**src/rtl/decoder_pkg.sv**
```systemverilog
// Shared constants for the registered one-hot decoder.
//   DEC_SEL_W : width of the binary select
//   DEC_OUT_W : width of the one-hot word (2**DEC_SEL_W)
//   DEC_ZERO  : all-low one-hot word used for reset and disable
package decoder_pkg;

   localparam int DEC_SEL_W = 3;
   localparam int DEC_OUT_W = 2 ** DEC_SEL_W;
   localparam logic [DEC_OUT_W-1:0] DEC_ZERO = '0;

endpackage

```
**src/rtl/onehot_dec.sv**
```systemverilog
// Combinational binary-to-one-hot core.
// Ports:
//   sel : binary select, unsigned
//   en  : active-high enable; when low the word is all zeros
//   dec : one-hot result, bit i high <=> en and sel == i
module onehot_dec
   import decoder_pkg::*;
#(
   parameter int SEL_W = DEC_SEL_W,
   parameter int OUT_W = 2 ** SEL_W
) (
   input  logic [SEL_W-1:0] sel,
   input  logic             en,
   output logic [OUT_W-1:0] dec
);

   // Per-bit equality compare rather than a shift: an unknown select never
   // sets more than one bit, it simply fails every compare.
   always_comb begin
      dec = '0;
      if (en) begin
         for (int i = 0; i < OUT_W; i++) begin
            if (sel == SEL_W'(i)) begin
               dec[i] = 1'b1;
            end
         end
      end
   end

endmodule

```
**src/rtl/decoder_3_8.sv**
```systemverilog
// Registered 3-to-8 one-hot decoder with active-high enable.
// Ports:
//   clk : clock, rising edge
//   rst : synchronous active-high reset, priority over en/in
//   in  : binary select 0..7
//   en  : active-high decode enable
//   out : registered one-hot result, one cycle after (in, en) is sampled
module decoder_3_8
   import decoder_pkg::*;
(
   input  logic                 clk,
   input  logic                 rst,
   input  logic [DEC_SEL_W-1:0] in,
   input  logic                 en,
   output logic [DEC_OUT_W-1:0] out
);

   logic [DEC_OUT_W-1:0] dec;

   onehot_dec #(
      .SEL_W (DEC_SEL_W),
      .OUT_W (DEC_OUT_W)
   ) u_core (
      .sel (in),
      .en  (en),
      .dec (dec)
   );

   always_ff @(posedge clk) begin
      if (rst) begin
         out <= DEC_ZERO;
      end else begin
         out <= dec;
      end
   end

endmodule

```
**config.mk**
```make
export PLATFORM = sky130hd
export DESIGN_NAME = decoder_3_8
export DESIGN_NICKNAME = d
export VERILOG_FILES = /design/src/rtl/decoder_pkg.sv /design/src/rtl/onehot_dec.sv /design/src/rtl/decoder_3_8.sv
export SDC_FILE = /design/constraint.sdc
export NUM_CORES = 1
export LEC_CHECK = 0
export ABC_AREA = 0
export CORE_AREA = 3 3 40 42
export CTS_CLUSTER_DIAMETER = 40
export CTS_CLUSTER_SIZE = 12
export DETAILED_ROUTE_END_ITERATION = 10
export DIE_AREA = 0 0 43 45
export MAX_ROUTING_LAYER = met4
export SLEW_MARGIN = 25
export SYNTH_ARGS = -nofsm -noshare
export SYNTH_HDL_FRONTEND = slang
export SYNTH_SLANG_ARGS = --single-unit
```
**constraint.sdc**
```tcl
create_clock -name clk -period 1.4 [get_ports clk]
set_input_delay 0.28 -clock clk [delete_from_list [all_inputs] [get_ports clk]]
set_output_delay 0.28 -clock clk [all_outputs]
set_load 0.005 [all_outputs]
```
; ---- Word-level counts from Yosys, hierarchy flattened
; Cells that the tools add are included.
[word_totals]
out_inout_bits = 8
ff_bits = 8
word_cells = 19
inputBits = 6
[op_classes]
reduce_logical = 2
muxes = 8
eq_ne = 7
bitwise = 1
[ops]
columns = op, count
row1 = $eq 3x3->1 const B, 4
row2 = $mux 1, 8
row3 = $eq 3x2->1 const B, 2
row4 = $eq 3x1->1 const B, 1
row5 = $logic_not 3->1, 1
row6 = $reduce_or 2->1, 1
row7 = $not 1->1, 1

; ---- Depth between registers and ports, before layout
[depth]
depth_word = 2
depth_mapped = 2
mapped_depth_nobuf = 2

; ---- Cells and area by module
; From an unflattened synthesis, not the netlist that was laid out.
[unflattened]
hier_cells = 24
area_unflattened_um2 = 305.3
[by_module_without_submodules]
columns = mod, area_per_inst_um2, cells_each, instances, seq_area_each_um2
row1 = decoder_3_8, 210.2, 16, 1, 160.2
row2 = onehot_dec, 95.1, 8, 1, 0.0

; ---- Worst setup path after synthesis
; OpenSTA, ideal clock, no wires.
[synth_timing]
path_kind = input to register
startpoint = in in[2]
endpoint = reg out[0]
arrival_ps = 764
required_time_ps = 1327
n_path_buf = 0
setup_time_ps = 73
path_slack_ps = 563
path_stages = 2
path_cell_list = or3b_4 > nor3_2
[synth_between]
elab_chain_cells = 2
[synth_rtl]
columns = element, line
row1 = start: declaration, decoder_3_8.sv:13  ; input logic [DEC_SEL_W-1:0] in,
row2 = $logic_not 3->1, onehot_dec.sv:23  ; if (sel == SEL_W'(i)) begin
row3 = $mux 1, onehot_dec.sv:23
row4 = end signal: assignment, decoder_3_8.sv:31  ; out <= DEC_ZERO;
row5 = end signal: assignment, decoder_3_8.sv:33  ; out <= dec;
row6 = end: declaration, decoder_3_8.sv:15  ; output logic [DEC_OUT_W-1:0] out
; Every way passes these cells.
; A chain may end at the register's enable or synchronous reset.

; ---- Worst setup path in the final report
[layout_timing]
startpoint = reg out[3]
endpoint = out out[3]
; No word-level cell between the ends.

==> metrics.csv <==
metric;value;unit
run status;complete, no violations;
FMAX;755;MHz
chip height;45;µm
Tmin final;1330;ps
Netlist Area Pre-Place;233;µm²
DP HPWL;334;µm
Yosys cell types;8;
largest net degree at the start of global routing;6;
Port Buffers;13;
clock buffer depth;2;
Logic pwr share;0.084;
critical-path cell list;clkdlybuf4s50_1;
Die Width;43;µm
worst-margin pin slew;176;ps
critical-path maximum fanout;1;
hold_sp;in[1];
area of the core;1280;µm²
routed len/inst;7.79;µm
Warnings, synthesis;0;
most common cell after layout, fill and taps aside;clkdlybuf4s50_1;
top flop regs;out x8;
worst min path class;in -> reg;
Power Internal;353;µW
H-tree levels;1;
grt ovf;0;
Largest Register;out;
most frequent cells in the layout;13 x clkdlybuf4s50_1, 8 x dfxtp_1, 6 x nor2_1, 3 x clkbuf_4, 2 x nand2b_1;
max FFs per register;8;
Bufs and invs on worst path;1;
Finished Core Util;0.315;
clk root buf;clkbuf_4;
clock sink total;8;
vias in the first global route;183;
CP Data Required Time;1120;ps
FF+latch count, synth;8;
Layout Area Growth over Synthesis;73.7;%
# resized after CTS;0;
Routed Antenna Nets;0;
initial core utilization;0.181;
setup tns final;0;ps
site row count;13;
critical path's largest stage delay;490;ps
first-pass GRT wire length;696;µm
Mapped Avg Cell Area;11.1;µm²
boundary pin count;14;
WL final;405;µm
DR vias;189;
CP Launch Type;flip-flop;
Max-Cap Viols;0;
fin crit share;0.946;
Peak VDD IR;652;µV
Setup crit start;out[3];
Crit. End Element;output port;
max-slew headroom at the worst pin;0.882;
Vias/cell;3.63;
Ant. Diodes;0;
final slew viol count;0;
delay-heaviest family, CP;buffers and inverters;
Net count, final;45;
initial antenna violation count;0;
switching share of power;0.192;
Die Area;1940;µm²
CTS buffer count;3;
sequential-to-total area share from yosys stat;0.688;
drt drc;0;
Post-Synthesis Cells;21;
sequential power share;0.532;
GP Congestion;0.765;
CTS tree;done;
first-iteration detailed-routing DRC count;2;
CP max stage cell;clkdlybuf4s50_1;
final setup vio count;0;
RSZ-0062 raised after global routing;no;
share of layout cells above drive strength 1;0.135;
post-CTS setup buffers;0;
clock-pin slew on the worst setup and hold paths;50;ps
syn_nets;27;
CTS Hold Buffers Added;0;
critical path arrival;1050;ps
switching pwr;84.0;µW
Crit Path Category;reg -> out;
clock network power share;0.384;
DRT Pass-1 Iters;3;
Leakage;0.000148;µW
All-Layer GR Usage;0.0569;
Hold Fails Final Rpt;0;
PD cells;1080;nW/µm²
==> final timing paths <==
kind / end / slack (ps) / cells after the start
setup / recovery: out[3] / 70 / 1
hold / removal: out[0] / 690 / 2
==> power groups by stage <==
stage,registers (µW),logic [µW],clock network (µW)
floorplan,238,9.88,0
global placement,237,37.0,0
detailed placement,237,36.8,0
CTS,233,36.8,180
global route,233,39.9,191
finish,233,36.6,168
==> cells in the mapped netlist <==
cell type	instances	area [µm²]
nor3_1	1	5.00
dfxtp_1	8	160
nor3_2	1	10.0
nand3b_1	1	7.51
nor2_1	6	22.5
nand2_1	1	3.75
or3b_4	1	11.3
nand2b_1	2	12.5
==> kinds of logic (layout without fill, tap and decap cells) <==
family,after synthesis,in the layout,synth area share
DFF,8,8,0.688
and+or+nand+nor,13,13,0.312
buffers and inverters,0,16,0
==> per-stage QoR <==
step | hold WS, ps | setup WS, ps | total power, µW | cell area, µm² | std cells
final | 688 | 74.9 | 437 | 404 | 52
after global routing | 692 | 13.2 | 463 | 404 | 52
after CTS | 670 | 45.9 | 450 | 404 | 52
after detailed placement | 943 | 57.7 | 274 | 382 | 49
after global placement | 945 | 60.3 | 274 | 382 | 49
after floorplan | 349 | 563 | 248 | 233 | 21
==> cell type report <==
cell class	instances	area [µm²]
Sequential cell	8	160
Multi-Input combinational cell	13	72.6
Fill cell	138	881
Tap cell	15	18.8
Timing Repair Buffer	13	130
Clock buffer	3	22.5
==> per-layer routing <==
| metal | GRT usage | part of all wire | wire length, µm | vias to the layer above |
|---|---|---|---|---|
| met1 | 0.0562 | 0.47 | 189 | 77 |
| met2 | 0.0629 | 0.37 | 149 | 12 |
| met4 | 0.0181 | 0 | 0 | 0 |
| met5 | - | 0 | 0 | - |
| li1 | - | - | - | 100 |
| met3 | 0.0757 | 0.16 | 66 | 0 |
Power figures use the tool's default switching activity.
